--- src/rtl/ram_rd_stream_pkg.sv ---
// ram_rd_stream_pkg
// Shared types and constants for the RAM read-stream sequencer.
//   state_t    : sequencer FSM encoding (IDLE, ISSUE, DRAIN, FLUSH)
//   RD_LAT_MIN : smallest supported RAM read latency
//   RD_LAT_MAX : largest supported RAM read latency
//   fifo_depth : output buffer depth needed for a given read latency
package ram_rd_stream_pkg;

  typedef enum logic [1:0] {
    ST_IDLE  = 2'd0,
    ST_ISSUE = 2'd1,
    ST_DRAIN = 2'd2,
    ST_FLUSH = 2'd3
  } state_t;

  localparam int RD_LAT_MIN = 1;
  localparam int RD_LAT_MAX = 2;

  // One slot per read that can be in flight plus one for the head beat
  // waiting on the consumer.
  function automatic int fifo_depth(input int rd_latency);
    return rd_latency + 1;
  endfunction

endpackage

--- src/rtl/ram_rd_stream_fifo.sv ---
// ram_rd_stream_fifo
// Small synchronous FIFO carrying a data word plus a last-beat flag.
// A push and a pop in the same cycle are accepted even when full; a pop
// while empty is ignored.
// Ports:
//   clk, rst_n            : clock, asynchronous active-low reset
//   push, push_data,
//   push_last             : write side
//   pop                   : read side, advances the head
//   head_data, head_last  : current head entry (head_last forced 0 when empty)
//   count, full, empty    : occupancy status
module ram_rd_stream_fifo #(
  parameter int DEPTH = 2,
  parameter int WIDTH = 8,
  localparam int CW = $clog2(DEPTH + 1)
) (
  input  logic             clk,
  input  logic             rst_n,
  input  logic             push,
  input  logic [WIDTH-1:0] push_data,
  input  logic             push_last,
  input  logic             pop,
  output logic [WIDTH-1:0] head_data,
  output logic             head_last,
  output logic [CW-1:0]    count,
  output logic             full,
  output logic             empty
);

  localparam int PW = (DEPTH > 1) ? $clog2(DEPTH) : 1;

  logic [WIDTH-1:0] data_mem [DEPTH];
  logic [DEPTH-1:0] last_mem;
  logic [PW-1:0]    wr_ptr;
  logic [PW-1:0]    rd_ptr;
  logic             do_push;
  logic             do_pop;

  function automatic logic [PW-1:0] ptr_inc(input logic [PW-1:0] p);
    return (p == PW'(DEPTH - 1)) ? '0 : p + PW'(1);
  endfunction

  assign empty     = (count == '0);
  assign full      = (count == CW'(DEPTH));
  assign do_pop    = pop && !empty;
  assign do_push   = push && (!full || do_pop);
  assign head_data = data_mem[rd_ptr];
  assign head_last = last_mem[rd_ptr] && !empty;

  always_ff @(posedge clk or negedge rst_n) begin
    if (!rst_n) begin
      wr_ptr   <= '0;
      rd_ptr   <= '0;
      count    <= '0;
      last_mem <= '0;
      for (int i = 0; i < DEPTH; i++) data_mem[i] <= '0;
    end else begin
      if (do_push) begin
        data_mem[wr_ptr] <= push_data;
        last_mem[wr_ptr] <= push_last;
        wr_ptr           <= ptr_inc(wr_ptr);
      end
      if (do_pop) rd_ptr <= ptr_inc(rd_ptr);
      case ({do_push, do_pop})
        2'b10:   count <= count + CW'(1);
        2'b01:   count <= count - CW'(1);
        default: count <= count;
      endcase
    end
  end

endmodule

--- src/rtl/ram_rd_stream.sv ---
// ram_rd_stream
// Read-side sequencer for the simple dual-port RAM wrapper. A start command
// walks start_addr .. start_addr+len-1 (modulo 2^ADDR_WIDTH) on the RAM read
// port, absorbs the RAM read latency and returns the words as a stream.
//
// Stream handshake: a beat transfers on every rising edge where m_valid and
// m_ready are both high. Once m_valid is high, m_data/m_last hold until the
// transfer; m_valid never drops without a transfer (except on reset).
//
// Optional build macro RAM_RD_STREAM_STALL_CNT_EN adds stall_cnt, a saturating
// count of m_valid && !m_ready cycles, cleared on each accepted start.
//
// Ports:
//   rd_clk, rd_rst_n : clock (also the RAM read clock), async active-low reset
//   start            : command strobe, sampled only when idle
//   start_addr, len  : first address and beat count (0..2^ADDR_WIDTH)
//   busy, done       : command in progress / one-cycle completion pulse
//   ram_rd_addr      : registered RAM read address
//   ram_rd_data      : RAM read data, RD_LATENCY cycles after the address
//   m_valid, m_ready,
//   m_data, m_last   : output stream
//   stall_cnt        : (optional) backpressure cycle counter
module ram_rd_stream
  import ram_rd_stream_pkg::*;
#(
  parameter int ADDR_WIDTH = 10,
  parameter int DATA_WIDTH = 8,
  parameter int RD_LATENCY = 1
) (
  input  logic                  rd_clk,
  input  logic                  rd_rst_n,
  input  logic                  start,
  input  logic [ADDR_WIDTH-1:0] start_addr,
  input  logic [ADDR_WIDTH:0]   len,
  output logic                  busy,
  output logic                  done,
  output logic [ADDR_WIDTH-1:0] ram_rd_addr,
  input  logic [DATA_WIDTH-1:0] ram_rd_data,
  output logic                  m_valid,
  input  logic                  m_ready,
  output logic [DATA_WIDTH-1:0] m_data,
  output logic                  m_last
`ifdef RAM_RD_STREAM_STALL_CNT_EN
  ,
  output logic [15:0]           stall_cnt
`endif
);

  localparam int DEPTH = fifo_depth(RD_LATENCY);
  localparam int CW    = $clog2(DEPTH + 1);
  localparam int OW    = CW + 1;

  if (RD_LATENCY < RD_LAT_MIN || RD_LATENCY > RD_LAT_MAX) begin : g_bad_latency
    $error("ram_rd_stream: RD_LATENCY must be 1 or 2");
  end

  state_t              state;
  state_t              state_nxt;
  logic [ADDR_WIDTH:0] remain;
  logic [RD_LATENCY:1] lat_valid;
  logic [RD_LATENCY:1] lat_last;
  logic                issue;
  logic                issue_last;
  logic                start_ok;
  logic                pop;
  logic                credit_ok;
  logic [OW-1:0]       inflight;
  logic [OW-1:0]       owned;
  logic [CW-1:0]       fifo_count;
  logic                fifo_full;
  logic                fifo_empty;
  logic                done_q;

  assign m_valid = !fifo_empty;
  assign pop     = m_valid && m_ready;
  assign busy    = (state != ST_IDLE);
  assign done    = done_q;

  // Every issued read owns a FIFO slot from issue until it leaves the head.
  // The beat leaving this cycle frees its slot for a read issued this cycle,
  // which keeps one beat per cycle under continuous m_ready.
  always_comb begin
    inflight = '0;
    for (int k = 1; k <= RD_LATENCY; k++) inflight = inflight + OW'(lat_valid[k]);
    owned     = inflight + OW'(fifo_count) - OW'(pop);
    credit_ok = (owned < OW'(DEPTH));
  end

  always_comb begin
    state_nxt  = state;
    issue      = 1'b0;
    issue_last = 1'b0;
    start_ok   = 1'b0;
    case (state)
      ST_IDLE: begin
        if (start) begin
          start_ok  = 1'b1;
          state_nxt = (len == '0) ? ST_FLUSH : ST_ISSUE;
        end
      end
      ST_ISSUE: begin
        if (credit_ok) begin
          issue = 1'b1;
          if (remain == (ADDR_WIDTH + 1)'(1)) begin
            issue_last = 1'b1;
            state_nxt  = ST_DRAIN;
          end
        end
      end
      ST_DRAIN: begin
        if (pop && m_last) state_nxt = ST_IDLE;
      end
      ST_FLUSH: state_nxt = ST_IDLE;
      default:  state_nxt = ST_IDLE;
    endcase
  end

  always_ff @(posedge rd_clk or negedge rd_rst_n) begin
    if (!rd_rst_n) begin
      state       <= ST_IDLE;
      remain      <= '0;
      ram_rd_addr <= '0;
      done_q      <= 1'b0;
    end else begin
      state  <= state_nxt;
      done_q <= ((state == ST_DRAIN) || (state == ST_FLUSH)) && (state_nxt == ST_IDLE);
      if (start_ok) begin
        remain      <= len;
        ram_rd_addr <= start_addr;
      end else if (issue) begin
        remain <= remain - (ADDR_WIDTH + 1)'(1);
        // The final address stays on the port after the burst.
        if (!issue_last) ram_rd_addr <= ram_rd_addr + ADDR_WIDTH'(1);
      end
    end
  end

  // Stage k is high in the k-th cycle after an issue; the last stage lines
  // up with the RAM presenting that read's data.
  always_ff @(posedge rd_clk or negedge rd_rst_n) begin
    if (!rd_rst_n) begin
      lat_valid <= '0;
      lat_last  <= '0;
    end else begin
      lat_valid[1] <= issue;
      lat_last[1]  <= issue_last;
      for (int k = 2; k <= RD_LATENCY; k++) begin
        lat_valid[k] <= lat_valid[k-1];
        lat_last[k]  <= lat_last[k-1];
      end
    end
  end

  ram_rd_stream_fifo #(
    .DEPTH (DEPTH),
    .WIDTH (DATA_WIDTH)
  ) u_fifo (
    .clk       (rd_clk),
    .rst_n     (rd_rst_n),
    .push      (lat_valid[RD_LATENCY]),
    .push_data (ram_rd_data),
    .push_last (lat_last[RD_LATENCY]),
    .pop       (pop),
    .head_data (m_data),
    .head_last (m_last),
    .count     (fifo_count),
    .full      (fifo_full),
    .empty     (fifo_empty)
  );

  a_no_overflow: assert property (@(posedge rd_clk) disable iff (!rd_rst_n)
    !(lat_valid[RD_LATENCY] && fifo_full && !pop));

`ifdef RAM_RD_STREAM_STALL_CNT_EN
  always_ff @(posedge rd_clk or negedge rd_rst_n) begin
    if (!rd_rst_n) begin
      stall_cnt <= '0;
    end else if (start_ok) begin
      stall_cnt <= '0;
    end else if (m_valid && !m_ready && (stall_cnt != 16'hFFFF)) begin
      stall_cnt <= stall_cnt + 16'd1;
    end
  end
`endif

endmodule

--- config.mk ---
export PLATFORM = sky130hd
export DESIGN_NAME = ram_rd_stream
export DESIGN_NICKNAME = d
export VERILOG_FILES = /design/src/rtl/ram_rd_stream_pkg.sv /design/src/rtl/ram_rd_stream_fifo.sv /design/src/rtl/ram_rd_stream.sv
export SDC_FILE = /design/constraint.sdc
export NUM_CORES = 1
export LEC_CHECK = 0
export BUFFER_PORTS_ARGS = -buffer_cell sky130_fd_sc_hd__buf_2
export CAP_MARGIN = 20
export CORE_UTILIZATION = 54
export DETAILED_ROUTE_END_ITERATION = 6
export PLACE_DENSITY = 0.79
export SLEW_MARGIN = 20
export SYNTH_ARGS = -nofsm -noshare
export SYNTH_HDL_FRONTEND = slang
export SYNTH_SLANG_ARGS = --single-unit
--- constraint.sdc ---
create_clock -name rd_clk -period 4.45 [get_ports rd_clk]
set_clock_uncertainty 0.15 [all_clocks]
set_input_delay 0.89 -clock rd_clk [delete_from_list [all_inputs] [get_ports rd_clk]]
set_output_delay 0.89 -clock rd_clk [all_outputs]
set_load 0.01 [all_outputs]
==> results of run 1 <==
-- layer usage --
layer	track usage (%)	share of wire [%]
met4	4.67	0.63
met2	37.8	48
met5	0	0
met3	4.84	4.1
met1	32.9	47
-- per-stage QoR --
step	setup WS, ns	util, %	total power [uW]	hold slack, ns
floorplan	0.788	-	1720	0.318
global placement	0.799	64.3	2030	0.331
detailed placement	0.677	64.3	2070	0.337
CTS	0.995	66.8	2400	0.357
global route	0.748	66.9	2580	0.373
finish	0.975	66.9	2400	0.357
-- how the worst max path moves through the flow --
stage / from / to / depth (start not counted)
after floorplan: m_ready / remain[9] / 11
after global placement: m_ready / ram_rd_addr[0] / 11
after detailed placement: m_ready / remain[9] / 10
after CTS: m_ready / ram_rd_addr[0] / 11
after global routing: u_fifo.count[1] / ram_rd_addr[0] / 10
final: m_ready / ram_rd_addr[0] / 11
-- critical path, cell delays in order --
cell and delay (ns):
sky130_fd_sc_hd__buf_2 0.14, sky130_fd_sc_hd__inv_1 0.07, sky130_fd_sc_hd__nor2_1 0.18, sky130_fd_sc_hd__ha_1 0.26, sky130_fd_sc_hd__nand2b_1 0.15, sky130_fd_sc_hd__fa_1 0.53, sky130_fd_sc_hd__and3b_1 0.32, sky130_fd_sc_hd__nand2_1 0.26
sky130_fd_sc_hd__buf_4 0.26, sky130_fd_sc_hd__or3_1 0.34, sky130_fd_sc_hd__a31oi_1 0.16
-- cell usage in the layout (no fill, tap or decap), drive strengths merged, types with 2 or more instances in the layout --
| cell | count |
|---|---|
| o311ai | 5 |
| nand3 | 8 |
| or3 | 3 |
| nor4 | 7 |
| o31a | 2 |
| a21oi | 3 |
| o221ai | 2 |
| nand2 | 18 |
| xnor2 | 2 |
| inv | 11 |
| nor2b | 2 |
| mux2 | 26 |
| ha | 4 |
| o21ai | 12 |
| o32ai | 3 |
| nor3b | 5 |
| clkbuf | 5 |
| nor2 | 15 |
| o21a | 2 |
| o211ai | 4 |
| dfrtp | 48 |
| a31oi | 3 |
| nor3 | 9 |
| a211oi | 2 |
| mux2i | 3 |
| a221o | 5 |
| nand4 | 6 |
| nand2b | 3 |
| or4 | 6 |
| buf | 57 |
-- sequential cells by signal, summed over array words and instances, names as in the netlist --
register	count
u_fifo.count	2
u_fifo.wr_ptr	1
lat_last	1
state	2
u_fifo.last_mem	2
remain	11
done	1
lat_valid	1
u_fifo.rd_ptr	1
u_fifo.data_mem	16
ram_rd_addr	10
-- synth_stat cells, types with 2 or more instances --
cell,n,area [sq um]
sky130_fd_sc_hd__clkbuf_1,8,30.0
sky130_fd_sc_hd__nand3_1,8,40.0
sky130_fd_sc_hd__or4_1,5,37.5
sky130_fd_sc_hd__buf_2,2,10.0
sky130_fd_sc_hd__a211oi_1,2,15.0
sky130_fd_sc_hd__mux2_2,26,293
sky130_fd_sc_hd__o311ai_0,5,43.8
sky130_fd_sc_hd__nor2_1,15,56.3
sky130_fd_sc_hd__o32ai_2,3,48.8
sky130_fd_sc_hd__or3_1,3,18.8
sky130_fd_sc_hd__a221o_1,5,50.1
sky130_fd_sc_hd__inv_1,10,37.5
sky130_fd_sc_hd__a31oi_1,3,18.8
sky130_fd_sc_hd__o21a_1,2,15.0
sky130_fd_sc_hd__buf_1,2,7.51
sky130_fd_sc_hd__nor3b_1,5,37.5
sky130_fd_sc_hd__dfrtp_1,48,1200
sky130_fd_sc_hd__o21ai_0,12,60.1
sky130_fd_sc_hd__nand4_1,6,37.5
sky130_fd_sc_hd__mux2i_1,3,30.0
sky130_fd_sc_hd__nor4_1,7,43.8
sky130_fd_sc_hd__o221ai_1,2,17.5
sky130_fd_sc_hd__a21oi_1,3,15.0
sky130_fd_sc_hd__nand2_1,18,67.6
sky130_fd_sc_hd__nand2b_1,3,18.8
sky130_fd_sc_hd__o211ai_1,4,30.0
sky130_fd_sc_hd__nor3_1,9,45.0
sky130_fd_sc_hd__ha_1,4,50.1
sky130_fd_sc_hd__o31a_1,2,17.5
sky130_fd_sc_hd__nor2b_1,2,12.5
-- cell families after synthesis --
family,Yosys count,synth area share [%]
and+or+nand+nor,87,18.1
AOI/OAI and AO/OA,49,14.8
DFF,48,46.7
muxes,29,12.6
buffers and inverters,23,3.75
adders and majority gates,5,2.73
xor gates and xnor gates,3,1.31
-- power groups by stage --
| stage | registers [uW] | clock network [uW] | logic [uW] |
|---|---|---|---|
| 2_1_floorplan | 799 | 0 | 923 |
| 3_5_place_dp | 848 | 0 | 1230 |
| 5_1_grt | 877 | 351 | 1360 |
| 4_1_cts | 842 | 329 | 1230 |
| 3_3_place_gp | 839 | 0 | 1190 |
| 6_report | 845 | 324 | 1230 |
-- final cells by class --
cell class	instances	area (sq um)
multi-input combinational	173	1280
tap	52	65.1
clock inverter	3	46.3
sequential	48	1200
timing repair buffer	57	295
fill	372	1480
inverter	10	37.5
clock buffer	5	68.8
==> out/qor.log, run 1 <==
qor: outcome.status finished, final reports clean
qor: pwr.power_per_cell_area 801 nW/um^2
qor: layout.insertedDiodeCount 0
qor: yosys.syn-mean-instance-area 10.5 sq um
qor: min_path.worst_hold_startpoint u_fifo.data_mem[0]
qor: setup_path.worstRegToRegCells 10
qor: sta.final-setup-viol-count 0
qor: global_route.number_of_global_route_vias_before_repair 1975
qor: sta.grt_setup_unrepaired false
qor: setup_path.r2r_start u_fifo.count[1]
qor: sta.drv_slew 0
qor: setup_path.path_class in -> reg
qor: layout.nNetsFinal 333
qor: layout.areaGrowthSynthToFinish 16.4%
qor: setup_path.setup.reg_to_reg.worst_slack 1.00 ns
qor: layout.layout_cell_share_with_drive_strength_beyond_1 33.4%
qor: clock_tree.numCtsBuffers 5
qor: yosys.synth-seq-cells 48
qor: clock_tree.clock_tree.buffer_depth 2
qor: yosys.synthArstFlopShare 100%
qor: setup_path.worstPathRequired 4.53 ns
qor: detailed_routing.wire_per_inst 15.6 microns
qor: die.die_span_y 71.0 microns
qor: clock_tree.post_cts_setup_buffer_count 0
qor: clock_tree.latest_clock_arrival_within_the_worst_skew_pair 0.30 ns
qor: place.dp_hpwl 3910 microns
qor: detailed_routing.ant_nets 0
qor: detailed_routing.vias 2131
qor: yosys.ys_types 47
qor: clock_tree.clock-sinks 48
qor: clock_tree.clk_pin_slew 0.10 ns
qor: yosys.synth_sequential_area_ratio 46.7%
qor: yosys.synth_enable_flop_cells 0
qor: pwr.leakage 0.00135 uW
qor: yosys.cell_count_after_synthesis 244
qor: yosys.synth_ff_type sky130_fd_sc_hd__dfrtp_1
qor: run.number_of_max_capacitance_violations_reported 0
qor: setup_path.cp-start-kind primary input
qor: sta.layout_min_cycle_time 3.48 ns
qor: clock_tree.cts_resized 0
qor: yosys.postSynthNetCount 282
qor: global_route.grt_first_pass_wirelength 9240 microns
qor: global_route.grtUsageTotal 23.3%
qor: layout.finish.cell_count_without_fillers 348
qor: die.die-width 71.0 microns
qor: min_path.hold_class reg -> reg
qor: pwr.power.share.combinational 51.3%
qor: setup_path.cp-end-kind flop
qor: min_path.min_delay_worst_endpoint u_fifo.data_mem[0]
qor: global_route.grt_max_degree 49
qor: global_route.gr_ovfl_total 0
qor: detailed_routing.vias_per_cell 6.12
qor: die.fp.coreArea 4470 sq um
qor: place.io_buffers 54
qor: detailed_routing.drtPass1Iterations 7
qor: yosys.synth_area 2570 sq um
qor: setup_path.ff_to_ff_end ram_rd_addr[0]
qor: detailed_routing.totalWireLength 5440 microns
qor: clock_tree.cts_tree done
qor: pwr.power.share.switching 42.5%
qor: setup_path.critical_path.max_fanout 10
qor: place.placer_s_final_routability_congestion_estimate 0.828
qor: clock_tree.cts_root_buffer sky130_fd_sc_hd__clkbuf_8
qor: place.post-place-cells 340
qor: sta.slew-limit-headroom 37.5%
qor: pwr.power_frac_seq 35.2%
qor: die.die_area 5040 sq um
qor: global_route.grt_antenna_before_repair 0
qor: detailed_routing.detail_route.drc_violations 0
qor: clock_tree.htreeDepth 2
qor: clock_tree.cts-hold-fix-buffers 0
qor: die.pin_count 55
qor: place.place_area 2880 sq um
qor: sta.sum_neg_setup_slack 0 ns
qor: sta.timing.final.hold_violations 0
qor: pwr.p_int 1380 uW
qor: pwr.ir_drop 475 uV
qor: layout.finalInstanceArea 2990 sq um
qor: sta.achievable-frequency 0.288 GHz
qor: yosys.yosysWarningCount 0
qor: pwr.power.net_switching 1020 uW
qor: sta.timing_worst_slew_pin_value 0.933 ns
qor: die.initial_core_util 57.5%
qor: min_path.timing.hold.worst_path_depth 1
qor: setup_path.critical_path_arrival 3.56 ns
qor: die.row_count 24
qor: detailed_routing.dr.first_iter.drc_count 161
qor: sta.period_share 78.1%
qor: pwr.power.share.clock 13.5%
(Power assumes the default switching activity.)
==> run 2, diff against run 1 <==
ABC_AREA = 1   (was unset)
CORE_UTILIZATION = 55   (was 54)
PLACE_DENSITY = 0.8   (was 0.79)
clock period = 3.2 ns   (was 4.45 ns; I/O delays follow)
==> out/qor.log, run 2 <==
qor: outcome.status finished, final reports clean
qor: yosys.synth.largest_area_cell sky130_fd_sc_hd__dfrtp_1
qor: die.row_count 25
qor: setup_path.r2r_start u_fifo.count[1]
qor: run.number_of_max_capacitance_violations_reported 0
qor: layout.layout_commonest_cell sky130_fd_sc_hd__nand2_1
qor: yosys.ys_top_cells_by_area sky130_fd_sc_hd__dfrtp_1 (43%), sky130_fd_sc_hd__nand2_1 (20%), sky130_fd_sc_hd__inv_1 (5.4%), sky130_fd_sc_hd__nand3_1 (4.5%), sky130_fd_sc_hd__nor2_1 (3.3%)
qor: clock_tree.clock_tree.buffer_depth 2
qor: global_route.grtUsageTotal 24.7%
qor: global_route.grt_max_degree 49
qor: detailed_routing.vias_per_cell 5.04
qor: place.dp_hpwl 4230 microns
qor: layout.nNetsFinal 465
qor: layout.insertedDiodeCount 0
qor: layout.finalInstanceArea 3200 sq um
qor: yosys.most_frequent_cell_after_synthesis sky130_fd_sc_hd__nand2_1
qor: clock_tree.cts-hold-fix-buffers 0
qor: clock_tree.cts_root_buffer sky130_fd_sc_hd__clkbuf_8
qor: setup_path.critical_path_arrival 3.04 ns
qor: yosys.synth_sequential_area_ratio 43.4%
qor: global_route.grt_antenna_before_repair 0
qor: pwr.leakage 0.00178 uW
qor: clock_tree.cts_resized 0
qor: clock_tree.clk_pin_slew 0.09 ns
qor: detailed_routing.dr.first_iter.drc_count 191
qor: detailed_routing.vias 2497
qor: setup_path.cp-start-kind flop
qor: setup_path.worstRegToRegCells 11
qor: place.io_buffers 54
qor: yosys.synth-seq-cells 48
qor: yosys.postSynthNetCount 409
qor: setup_path.path_class reg -> reg
qor: setup_path.startpoint u_fifo.count[1]
qor: global_route.gr_ovfl_total 0
qor: yosys.yosysWarningCount 0
qor: sta.achievable-frequency 0.340 GHz
qor: sta.timing_worst_slew_pin_value 0.788 ns
qor: layout.commonest_non_fill_non_tap_cells_in_the_layout sky130_fd_sc_hd__nand2_1 (146), sky130_fd_sc_hd__buf_2 (53), sky130_fd_sc_hd__dfrtp_1 (48)
qor: global_route.global_route.usage.met1 32.3%
qor: die.die_span_y 73.0 microns
qor: layout.areaGrowthSynthToFinish 15.7%
qor: global_route.grt_use_met2 40.1%
qor: pwr.power_per_cell_area 1000 nW/um^2
qor: clock_tree.clock-sinks 48
qor: layout.reg.largest.list u_fifo.data_mem x16, remain x11, ram_rd_addr x10
qor: die.fp.coreArea 4790 sq um
qor: yosys.cell_count_after_synthesis 371
qor: yosys.synth_top_area_share 43.4%
qor: global_route.grt_most_used_layer met2
qor: setup_path.setup.reg_to_reg.worst_slack 0.26 ns
qor: global_route.grt_first_pass_wirelength 10000 microns
qor: sta.layout_min_cycle_time 2.94 ns
qor: setup_path.critical_path.max_fanout 14
qor: clock_tree.latest_clock_arrival_within_the_worst_skew_pair 0.31 ns
qor: sta.grt_setup_unrepaired false
qor: detailed_routing.drtPass1Iterations 4
qor: global_route.grt.met3_usage 6.08%
qor: clock_tree.numCtsBuffers 5
qor: global_route.number_of_global_route_vias_before_repair 2296
qor: sta.slew-limit-headroom 47.5%
qor: yosys.synth_area 2770 sq um
qor: layout.largest_register_ff_count 16
qor: die.initial_core_util 57.9%
qor: yosys.syn-mean-instance-area 7.46 sq um
qor: yosys.synth_top_cells_by_count sky130_fd_sc_hd__nand2_1 (146), sky130_fd_sc_hd__dfrtp_1 (48), sky130_fd_sc_hd__inv_1 (40), sky130_fd_sc_hd__nand3_1 (25), sky130_fd_sc_hd__nor2_1 (24)
qor: setup_path.timing.critical_path.to ram_rd_addr[9]
qor: detailed_routing.wire_per_inst 11.8 microns
qor: min_path.hold_class in -> async
qor: setup_path.worstPathRequired 3.30 ns
qor: yosys.synth_ff_type sky130_fd_sc_hd__dfrtp_1
qor: detailed_routing.ant_nets 0
qor: yosys.synthArstFlopShare 100%
qor: place.place_area 3080 sq um
qor: layout.regMostFlops u_fifo.data_mem
qor: sta.drv_slew 0
qor: layout.layout_cell_share_with_drive_strength_beyond_1 21.7%
qor: sta.final-setup-viol-count 0
qor: setup_path.cp-end-kind flop
qor: sta.timing.final.hold_violations 0
qor: pwr.ir_drop 535 uV
qor: die.die_area 5320 sq um
qor: die.die-width 73.0 microns
qor: detailed_routing.totalWireLength 5860 microns
qor: setup_path.ff_to_ff_end ram_rd_addr[9]
qor: sta.period_share 92.0%
qor: detailed_routing.detail_route.drc_violations 0
qor: clock_tree.htreeDepth 2
qor: place.placer_s_final_routability_congestion_estimate 0.810
qor: yosys.ys_types 35
qor: sta.sum_neg_setup_slack 0 ns
qor: clock_tree.cts_tree done
qor: yosys.synth_enable_flop_cells 0
qor: clock_tree.post_cts_setup_buffer_count 0
qor: die.pin_count 55
[run 2: cell types whose count changed in the layout (fill, tap and decap cells not counted), moves of 5 or more]
cell and delta:
sky130_fd_sc_hd__inv_1 +30, sky130_fd_sc_hd__nor2_1 +9, sky130_fd_sc_hd__nand2_1 +128, sky130_fd_sc_hd__or4_1 -5, sky130_fd_sc_hd__nor4_1 -5, sky130_fd_sc_hd__o311ai_0 -5, sky130_fd_sc_hd__nor3_1 -8, sky130_fd_sc_hd__mux2_2 -26
sky130_fd_sc_hd__o21ai_2 +9, sky130_fd_sc_hd__xor2_1 +5, sky130_fd_sc_hd__a221o_1 -5, sky130_fd_sc_hd__nand3_1 +17, sky130_fd_sc_hd__inv_2 +7
[run 2: logic make-up (layout without fill, tap and decap cells)]
| family | count (synthesis) | after routing | share of synthesized area (%) |
|---|---|---|---|
| flip-flops | 48 | 48 | 43.4 |
| XOR/XNOR | 9 | 9 | 2.85 |
| adder cells (fa/ha/maj) | 5 | 5 | 2.53 |
| multiplexers | 1 | 1 | 0.362 |
| buffers and inverters | 55 | 112 | 8.45 |
| AND/OR/NAND/NOR | 215 | 215 | 33.4 |
| AO/OA/AOI/OAI | 38 | 38 | 8.99 |
[run 2: final cells by class]
| class | count | area [sq um] |
|---|---|---|
| Fill cell | 425 | 1580 |
| Multi-Input combinational cell | 268 | 1330 |
| Sequential cell | 48 | 1200 |
| Timing Repair Buffer | 56 | 288 |
| Inverter | 48 | 180 |
| Tap cell | 67 | 83.8 |
| Clock buffer | 5 | 68.8 |
| Clock inverter | 3 | 47.5 |
[run 2: worst min path at each step]
stage | end | cells past startpoint
after floorplan | done | 0
after global placement | u_fifo.data_mem[14] | 2
after detailed placement | u_fifo.data_mem[14] | 2
after CTS | u_fifo.data_mem[14] | 2
after global routing | u_fifo.data_mem[15] | 1
final | u_fifo.count[0] | 1
[run 2: where the power goes]
group	switching [uW]	total (uW)	internal, uW
Sequential	238	1100	863
Clock	220	455	236
Combinational	1030	1660	624
Total	1490	3210	1720
[run 2: per-layer routing]
layer / vias to the layer above / part of all wire [%]
li1: 1267 / -
met1: 1166 / 46
met2: 60 / 47
met3: 4 / 5.4
met4: 0 / 0.75
met5: - / 0
[run 2: metrics by stage]
| stage | setup WS (ns) | util, % | power [uW] | hold slack (ns) | instances |
|---|---|---|---|---|---|
| global route | 0.0512 | 66.9 | 3510 | 0.224 | 495 |
| finish | 0.257 | 66.9 | 3210 | 0.178 | 495 |
| global placement | 0.195 | 64.4 | 2700 | 0.313 | 487 |
| detailed placement | 0.0989 | 64.4 | 2770 | 0.318 | 487 |
| floorplan | 0.282 | - | 2360 | 0.194 | 371 |
| CTS | 0.281 | 66.9 | 3230 | 0.342 | 495 |
[run 2: worst max-delay path, stage by stage, from the launching register on]
cell                      delay [ns]
sky130_fd_sc_hd__dfrtp_1        0.46
sky130_fd_sc_hd__nor2_1         0.20
sky130_fd_sc_hd__nor2_1         0.09
sky130_fd_sc_hd__ha_1           0.26
sky130_fd_sc_hd__or2_2          0.30
sky130_fd_sc_hd__fa_1           0.57
sky130_fd_sc_hd__nand4_1        0.24
sky130_fd_sc_hd__nand2_2        0.21
sky130_fd_sc_hd__nand2_4        0.14
sky130_fd_sc_hd__inv_2          0.15
sky130_fd_sc_hd__nand2_1        0.07
sky130_fd_sc_hd__nand2_1        0.06
==> run 3, diff against run 2 <==
CELL_PAD_IN_SITES_DETAIL_PLACEMENT = 0   (was unset)
CELL_PAD_IN_SITES_GLOBAL_PLACEMENT = 2   (was unset)
CORE_UTILIZATION = 31   (was 55)
PLACE_DENSITY = unset   (was 0.8)
PLACE_DENSITY_LB_ADDON = 0.1   (was unset)
==> out/qor.log, run 3 (same netlist as run 2, synthesis figures left out) <==
qor: clock_tree.clock-sinks 48
qor: clock_tree.latest_clock_arrival_within_the_worst_skew_pair 0.30 ns
qor: sta.sum_neg_setup_slack 0 ns
qor: layout.reg.largest.list u_fifo.data_mem x16, remain x11, ram_rd_addr x10
qor: setup_path.ff_to_ff_end ram_rd_addr[9]
qor: layout.insertedDiodeCount 0
qor: pwr.leakage 0.00179 uW
qor: min_path.hold_class in -> async
qor: detailed_routing.wire_per_inst 12.2 microns
qor: place.io_buffers 54
qor: detailed_routing.ant_nets 0
qor: layout.regMostFlops u_fifo.data_mem
qor: die.fp.coreArea 8680 sq um
qor: setup_path.critical_path_arrival 2.84 ns
qor: detailed_routing.drtPass1Iterations 4
qor: sta.slew-limit-headroom 42.9%
qor: clock_tree.clk_pin_slew 0.09 ns
qor: setup_path.cp-start-kind flop
qor: detailed_routing.vias_per_cell 4.43
qor: layout.nNetsFinal 470
qor: layout.areaGrowthSynthToFinish 18.1%
qor: layout.layout_cell_share_with_drive_strength_beyond_1 22.6%
qor: place.dp_hpwl 4990 microns
qor: setup_path.critical_path.max_fanout 14
qor: sta.drv_slew 0
qor: global_route.number_of_global_route_vias_before_repair 2277
qor: detailed_routing.detail_route.drc_violations 0
qor: layout.layout_commonest_cell sky130_fd_sc_hd__nand2_1
qor: setup_path.r2r_start u_fifo.count[0]
qor: setup_path.setup.reg_to_reg.worst_slack 0.44 ns
qor: layout.commonest_non_fill_non_tap_cells_in_the_layout sky130_fd_sc_hd__nand2_1 (146), sky130_fd_sc_hd__buf_2 (54), sky130_fd_sc_hd__dfrtp_1 (48)
qor: clock_tree.cts_root_buffer sky130_fd_sc_hd__clkbuf_8
qor: sta.grt_setup_unrepaired false
qor: sta.layout_min_cycle_time 2.76 ns
qor: setup_path.cp-end-kind flop
qor: setup_path.worstPathRequired 3.29 ns
qor: pwr.power_per_cell_area 976 nW/um^2
qor: clock_tree.cts-hold-fix-buffers 0
qor: die.die_span_y 96.5 microns
qor: clock_tree.cts_tree done
qor: layout.final_core_util 37.7%
qor: detailed_routing.dr.first_iter.drc_count 87
qor: pwr.ir_drop 286 uV
qor: sta.period_share 86.1%
qor: detailed_routing.totalWireLength 6630 microns
qor: clock_tree.cts_resized 0
qor: die.initial_core_util 31.9%
qor: clock_tree.clock_tree.buffer_depth 2
qor: clock_tree.post_cts_setup_buffer_count 0
qor: clock_tree.numCtsBuffers 5
qor: setup_path.worstRegToRegCells 11
qor: sta.timing.final.hold_violations 0
qor: layout.num-fill-cells 982
qor: global_route.grtUsageTotal 15.6%
qor: die.die_area 9310 sq um
qor: global_route.grt_antenna_before_repair 0
qor: sta.achievable-frequency 0.363 GHz
qor: sta.timing_worst_slew_pin_value 0.857 ns
qor: die.die-width 96.5 microns
qor: global_route.grt_max_degree 23
qor: detailed_routing.vias 2398
qor: place.placer_s_final_routability_congestion_estimate 0.747
qor: global_route.grt_first_pass_wirelength 11000 microns
qor: clock_tree.htreeDepth 2
qor: layout.sequential_cell_area 1200 sq um
qor: die.row_count 34
qor: layout.area_of_the_multi_input_gates 1330 sq um
qor: layout.largest_register_ff_count 16
qor: setup_path.path_class reg -> reg
qor: die.pin_count 55
qor: run.number_of_max_capacitance_violations_reported 0
qor: global_route.gr_ovfl_total 0
qor: sta.final-setup-viol-count 0
qor: outcome.status finished, final reports clean
run 3: changes by cell type in the layout (fill, tap and decap cells not counted):
cell                         previous run  this run
sky130_fd_sc_hd__buf_2                 53        54
sky130_fd_sc_hd__buf_4                  3         7
sky130_fd_sc_hd__bufinv_16              1         0
sky130_fd_sc_hd__clkbuf_8               5         6
sky130_fd_sc_hd__clkinv_4               2         0
sky130_fd_sc_hd__clkinvlp_4             0         2
run 3: cell type report:
| type | count | share of cell area, % |
|---|---|---|
| clock buffer | 6 | 2.52 |
| clock inverter | 2 | 0.459 |
| inverter | 48 | 5.51 |
| multi-input combinational | 268 | 40.8 |
| sequential | 48 | 36.7 |
| tap | 108 | 4.13 |
| timing repair buffer | 61 | 9.87 |
run 3: where the power goes:
part           total, uW  internal (uW)  switching, uW
combinational       1710            653           1060
clock                387            175            211
sequential          1090            863            231
run 3: worst max-delay path: stages (launching register included):
cell and delay [ns]:
sky130_fd_sc_hd__dfrtp_1 0.42, sky130_fd_sc_hd__nor2_1 0.14, sky130_fd_sc_hd__nor2_1 0.07, sky130_fd_sc_hd__ha_1 0.26, sky130_fd_sc_hd__or2_2 0.30, sky130_fd_sc_hd__fa_1 0.56, sky130_fd_sc_hd__nand4_1 0.18, sky130_fd_sc_hd__nand2_2 0.20
sky130_fd_sc_hd__nand2_4 0.14, sky130_fd_sc_hd__inv_2 0.15, sky130_fd_sc_hd__nand2_1 0.07, sky130_fd_sc_hd__nand2_1 0.05
run 3: stage by stage:
step,total power (uW),cell area [sq um],hold WS (ns),setup WS (ns),instances
floorplan,2360,2770,0.194,0.282,371
global placement,2840,3170,0.316,0.187,533
detailed placement,2850,3170,0.319,0.146,533
CTS,3260,3270,0.0932,0.387,541
global route,3540,3270,0.105,0.238,541
finish,3190,3270,0.0866,0.444,541
run 3: worst max-delay path by stage:
stage / from / endpoint / slack, ns / depth (start not counted)
6_report: u_fifo.count[0] / ram_rd_addr[9] / 0.44 / 11
5_1_grt: u_fifo.count[0] / ram_rd_addr[0] / 0.24 / 11
4_1_cts: u_fifo.count[0] / ram_rd_addr[0] / 0.39 / 11
3_5_place_dp: m_ready / ram_rd_addr[9] / 0.15 / 12
3_3_place_gp: m_ready / ram_rd_addr[0] / 0.19 / 12
2_1_floorplan: m_ready / ram_rd_addr[3] / 0.28 / 11
run 3: layer usage:
layer | vias to the layer above | global-route usage [%] | wire, microns
li1 | 1272 | - | -
met1 | 1079 | 21.6 | 3280
met2 | 42 | 25.3 | 3050
met3 | 5 | 2.90 | 247
met4 | 0 | 3.68 | 51
met5 | - | 0 | 0
